`src/rtl/fetch_stage_sramlike.sv`:
```
// -----------------------------------------------------------------------------
// fetch_stage_sramlike
// Pre-IF + IF stage of the five-stage pipeline. Issues word fetches on an
// SRAM-like port with split address/data handshakes. Only one request is ever
// outstanding. Redirects come from ID through br_bus, and wrong-path fetches
// that are already in flight are cancelled.
//
// Ports
//   clk, reset          single clock, synchronous active-high reset
//   ds_allowin          ID can take an instruction this cycle
//   br_bus[33:0]        {br_stall, br_taken, br_target}
//   fs_to_ds_valid      fs_to_ds_bus carries a valid instruction
//   fs_to_ds_bus[63:0]  {inst, pc}
//   inst_sram_*         SRAM-like fetch port (read-only, word size)
// -----------------------------------------------------------------------------
module fetch_stage_sramlike #(
    parameter logic [31:0] RESET_PC = 32'h1c000000
) (
    input  logic        clk,
    input  logic        reset,
    input  logic        ds_allowin,
    input  logic [33:0] br_bus,
    output logic        fs_to_ds_valid,
    output logic [63:0] fs_to_ds_bus,
    output logic        inst_sram_req,
    output logic        inst_sram_wr,
    output logic [1:0]  inst_sram_size,
    output logic [31:0] inst_sram_addr,
    output logic [3:0]  inst_sram_wstrb,
    output logic [31:0] inst_sram_wdata,
    input  logic        inst_sram_addr_ok,
    input  logic        inst_sram_data_ok,
    input  logic [31:0] inst_sram_rdata
);

    logic        fs_valid_r;
    logic [31:0] fs_pc_r;
    logic        inst_buf_valid_r;
    logic [31:0] inst_buf_r;
    logic        br_buf_valid_r;
    logic [31:0] br_buf_target_r;
    logic        drop_pending_r;

    logic        br_stall_s;
    logic        br_taken_s;
    logic [31:0] br_target_s;
    logic [31:0] nextpc_s;
    logic        fs_ready_go_s;
    logic        fs_allowin_s;
    logic        req_s;
    logic        xfer_s;
    logic        fs_has_inst_s;
    logic [31:0] inst_s;

    assign br_stall_s  = br_bus[33];
    assign br_taken_s  = br_bus[32];
    assign br_target_s = br_bus[31:0];

    // Next fetch address: a live redirect beats a buffered one, which beats sequential flow.
    always_comb begin
        nextpc_s = fs_pc_r + 32'd4;
        if (br_taken_s) begin
            nextpc_s = br_target_s;
        end else if (br_buf_valid_r) begin
            nextpc_s = br_buf_target_r;
        end else begin
            nextpc_s = fs_pc_r + 32'd4;
        end
    end

    // Handshake terms; fs_has_inst_s means the word is in hand (buffered or arriving now).
    always_comb begin
        fs_has_inst_s = inst_buf_valid_r | inst_sram_data_ok;
        fs_ready_go_s = fs_valid_r & ~drop_pending_r & fs_has_inst_s;
        fs_allowin_s  = ~fs_valid_r | (fs_ready_go_s & ds_allowin);
        req_s         = ~reset & fs_allowin_s & ~br_stall_s & ~drop_pending_r;
        xfer_s        = req_s & inst_sram_addr_ok;
        inst_s        = inst_buf_valid_r ? inst_buf_r : inst_sram_rdata;
    end

    // Port drive; address and ID bus are forced to zero while reset is held.
    always_comb begin
        inst_sram_req   = req_s;
        inst_sram_wr    = 1'b0;
        inst_sram_size  = 2'b10;
        inst_sram_wstrb = 4'b0000;
        inst_sram_wdata = 32'h0000_0000;
        if (reset) begin
            inst_sram_addr = 32'h0000_0000;
            fs_to_ds_valid = 1'b0;
            fs_to_ds_bus   = 64'h0;
        end else begin
            inst_sram_addr = nextpc_s;
            // A redirect in the same cycle means this instruction is wrong-path.
            fs_to_ds_valid = fs_ready_go_s & ~br_taken_s;
            fs_to_ds_bus   = {inst_s, fs_pc_r};
        end
    end

    // Stage state: IF slot, held instruction word, pending redirect and drop flag.
    always_ff @(posedge clk) begin
        if (reset) begin
            fs_valid_r       <= 1'b0;
            fs_pc_r          <= RESET_PC - 32'd4;
            inst_buf_valid_r <= 1'b0;
            inst_buf_r       <= 32'h0000_0000;
            br_buf_valid_r   <= 1'b0;
            br_buf_target_r  <= 32'h0000_0000;
            drop_pending_r   <= 1'b0;
        end else begin
            if (xfer_s) begin
                fs_valid_r <= 1'b1;
                fs_pc_r    <= nextpc_s;
            end else if (br_taken_s) begin
                fs_valid_r <= 1'b0;
            end else if (fs_ready_go_s && ds_allowin) begin
                fs_valid_r <= 1'b0;
            end else begin
                fs_valid_r <= fs_valid_r;
            end

            if (br_taken_s) begin
                inst_buf_valid_r <= 1'b0;
            end else if (inst_sram_data_ok && fs_valid_r && !drop_pending_r &&
                         !ds_allowin && !inst_buf_valid_r) begin
                inst_buf_valid_r <= 1'b1;
                inst_buf_r       <= inst_sram_rdata;
            end else if (inst_buf_valid_r && ds_allowin) begin
                inst_buf_valid_r <= 1'b0;
            end else begin
                inst_buf_valid_r <= inst_buf_valid_r;
            end

            // A redirect that is not accepted right away is parked until it is.
            if (xfer_s) begin
                br_buf_valid_r <= 1'b0;
            end else if (br_taken_s) begin
                br_buf_valid_r  <= 1'b1;
                br_buf_target_r <= br_target_s;
            end else begin
                br_buf_valid_r <= br_buf_valid_r;
            end

            // A wrong-path request still in flight: swallow its data when it returns.
            if (drop_pending_r && inst_sram_data_ok) begin
                drop_pending_r <= 1'b0;
            end else if (br_taken_s && fs_valid_r && !drop_pending_r && !fs_has_inst_s) begin
                drop_pending_r <= 1'b1;
            end else begin
                drop_pending_r <= drop_pending_r;
            end
        end
    end

endmodule
```
`config.mk`:
```
export PLATFORM = sky130hd
export DESIGN_NAME = fetch_stage_sramlike
export DESIGN_NICKNAME = d
export VERILOG_FILES = /design/src/rtl/fetch_stage_sramlike.sv
export SDC_FILE = /design/constraint.sdc
export NUM_CORES = 1
export LEC_CHECK = 0
export BUFFER_PORTS_ARGS = -buffer_cell sky130_fd_sc_hd__buf_2
export CORE_UTILIZATION = 50
export DETAILED_ROUTE_END_ITERATION = 10
export PLACE_DENSITY = 0.8
export SLEW_MARGIN = 10
export SYNTH_ARGS = -nofsm -noshare
export SYNTH_HDL_FRONTEND = slang
export SYNTH_SLANG_ARGS = --single-unit
```
`constraint.sdc`:
```
create_clock -name clk -period 2.8 [get_ports clk]
set_input_delay 0.7 -clock clk [delete_from_list [all_inputs] [get_ports clk]]
set_output_delay 0.7 -clock clk [all_outputs]
set_load 0.1 [all_outputs]
```
==> summary.txt <==
Logic synthesis
  – Async set-reset flop share out of synthesis: 0
  – Synth Cell Area: 6108 um2
  – Distinct cells, synth: 63
  – Seq cells post-synth: 100
  – Seq/Total Area, Yosys: 0.3277
  – Synth Area per Inst: 7.377 um2
  – Cell count after synthesis: 828
  – EDFF count, synth: 0
  – Area contributors post-synth: dfxtp_1 (33%), nand2_1 (9.7%), mux2i_1 (8.8%)
  – Synth area leader: dfxtp_1
  – Post-synth top area share: 0.3277
  – YS warnings: 0
  – Top FF cell, synth: dfxtp_1

Placement
  – HPWL Detailed: 13.53 mm
  – IO Port Bufs: 168
  – Worst setup slack after placement: 0.02544 ns
  – GP Congestion: 0.9022
  – Cells after DPL: 1143

Worst setup path
  – Worst Setup Start Kind: flip-flop
  – Worst Path Required: 2.10 ns
  – Slowest CP cell: or3_4
  – CP Class: flip-flop to output port
  – Largest fanout on the critical path: 4
  – Critical path endpoint category: output port
  – Crit-path cells: nand2_1 -> or3_4 -> buf_6 -> mux2i_4 -> a2111oi_4 -> nor3_4 -> buf_12
  – Critical Path AT: 2.48 ns
  – Crit-path max cell delay: 0.49 ns

Finish
  – Multi-input logic area: 4441 um2
  – Commonest cells after routing, fill and taps aside: nand2_1 (153), buf_2 (116), buf_4 (94), dfxtp_1 (78), a21oi_1 (73)
  – Fillers: 650
  – NumNets Final: 1135
  – Share of cells above drive strength 1: 0.4382
  – Commonest non-fill, non-tap cell in the layout: nand2_1
  – Non-filler cells, final: 1215
  – # diodes: 0
  – Sequential cell area: 2052 um2
  – Synthesis-to-finish area growth: 59.05%
  – Final core occ: 0.8122

Status
  – Status: finished, violations left
  – Violated checks: setup timing

STA
  – Hold violation total from the final report: 0
  – Max Clock Skew: 0.008482 ns
  – Final setup margin: -0.3811 ns
  – Slew @ Worst Pin: 0.6239 ns
  – Hold_ws: 0.4554 ns
  – Final setup TNS: -4.480 ns
  – Final min period: 3.181 ns
  – Final worst path period share: 1.136
  – Slew Limit Fails: 0
  – Final setup fails: 23
  – Max frequency: 314.4 MHz
  – Slew headroom: 0.5841
  – RSZ-0062 raised after global routing: yes

Power and ir drop
  – Clock share of power: 0.223
  – Cell Pwr Density: 619.3 nW/um2
  – P_sw: 2.764 mW
  – Comb pwr share: 0.516
  – Static Leak: 4.072 nW
  – Switching share of power: 0.4593
  – Seq pwr share: 0.261
  – Worst vdd ir: 0.4055 mV
  – Pint: 3.253 mW

Global routing
  – Total congestion overflow: 0
  – Pin count of the biggest net entering global routing: 66
  – Vias in the first global route: 6991
  – First-pass GRT wire length: 35.10 mm
  – Initial antenna violation count: 0
  – Total GRT Usage: 0.3502

Floorplan
  – Core region area: 11960 um2
  – Die W: 112.5 um
  – Die height: 112.5 um
  – Row count: 40
  – Initial Util: 0.5107
  – Die ar.: 12660 um2
  – IO Pins: 208

Drt
  – Total Routed Length: 26.78 mm
  – Via count: 7819
  – Residual DRC: 0
  – WL/cell: 22.04 um
  – ANT nets after route: 0
  – 1st-iter DRT viols: 1107
  – Vias/cell: 6.435
  – Drt first pass iters: 7

Flow run
  – Max Cap Viol: 0

CTS
  – Clock Latency Late Sink: 0.35 ns
  – CTS tree: done
  – Clk slew on worst S/H paths: 0.07 ns
  – # clock sinks: 100
  – # H-tree levels: 3
  – TritonCTS Buffers: 9
  – Root buf cell: clkbuf_16
  – CTS max path bufs: 2

Min path
  – Worst Hold Class: flip-flop to flip-flop
-- timing repair --
item                                    in CTS  in global routing
pin swaps                                   28                 34
cloned                                       0                  0
hold endpoints to repair                     0                  0
setup buffers                               36                 22
hold buffers                                 0                  0
endpoints found under the setup margin      25                 27
gates resized for setup                     81                 52
-- power groups by stage --
stage | Clock, mW | Sequential [mW] | Combinational [mW]
global route | 1.39 | 1.58 | 3.17
finish | 1.34 | 1.57 | 3.10
floorplan | 0 | 1.57 | 1.80
CTS | 1.29 | 1.56 | 2.71
global placement | 0 | 1.57 | 2.42
detailed placement | 0 | 1.58 | 2.45
-- sequential cells by signal (all words and copies together), names as in the netlist --
| signal | count |
|---|---|
| inst_buf_valid_r | 1 |
| inst_buf_r | 32 |
| fs_pc_r | 32 |
| fs_valid_r | 1 |
| drop_pending_r | 1 |
| br_buf_target_r | 32 |
| br_buf_valid_r | 1 |
-- stage by stage --
stage / cell area, um2 / total power [mW]
finish: 9716 / 6.017
global route: 9716 / 6.139
CTS: 9305 / 5.553
detailed placement: 8426 / 4.022
global placement: 8426 / 3.991
floorplan: 6710 / 3.366
-- synth_stat cells, drive strengths merged (3+ instances only) --
cell type    n
nand2      158
dfxtp      100
nor2        89
a21oi       81
buf         60
mux2i       54
clkbuf      43
nor2b       29
o21ai       21
nand3       18
a31oi       13
nor3        12
nor4        11
nand4       10
a22oi        9
o22a         8
o22ai        8
xnor2        8
xor2         8
and4         7
inv          6
nand2b       6
a21o         5
and3         5
a211oi       4
a222oi       4
o211ai       4
o21a         4
or4          4
a2111oi      3
a22o         3
nor4b        3
o31a         3
or3          3
-- final timing paths --
check	slack, ns	end	cells past startpoint	start
worst min register to register	0.46	inst_buf_r[27]	2	inst_buf_r[27]
worst max register to register	0.12	fs_pc_r[25]	15	fs_pc_r[16]
worst max-delay path	-0.38	inst_sram_addr[20]	7	fs_pc_r[16]
worst min-delay path	0.46	inst_buf_r[27]	2	inst_buf_r[27]
-- worst max-delay path: cells and delay by family (launching register included) --
kind | cells | cell delay, ns
AND/OR/NAND/NOR | 3 | 0.77
flip-flops | 1 | 0.37
buffers and inverters | 2 | 0.34
multiplexers | 1 | 0.19
AO/OA/AOI/OAI | 1 | 0.46
-- area by class of cell --
cell class / count / area share
tap: 147 / 0.01893
clock inverter: 5 / 0.006182
inverter: 7 / 0.003091
clock buffer: 11 / 0.02498
timing repair buffer: 290 / 0.2786
multi-input combinational: 655 / 0.4571
sequential: 100 / 0.2112
-- per-layer routing --
layer	GRT usage	vias to the layer above	part of all wire
li1	-	3275	-
met1	0.4076	3569	0.34
met2	0.5930	743	0.46
met3	0.07883	232	0.12
met4	0.2036	0	0.081
met5	0	-	0
-- cells by family after synthesis --
family | count (synthesis) | share of synthesized area
compound gates | 183 | 0.1868
xor+xnor | 16 | 0.02294
fa+ha+maj | 1 | 0.002048
buf+inv | 110 | 0.09463
flops | 100 | 0.3277
mux | 54 | 0.08849
other cells | 2 | 0.001229
simple gates | 362 | 0.2761
(Power assumes the default switching activity.)
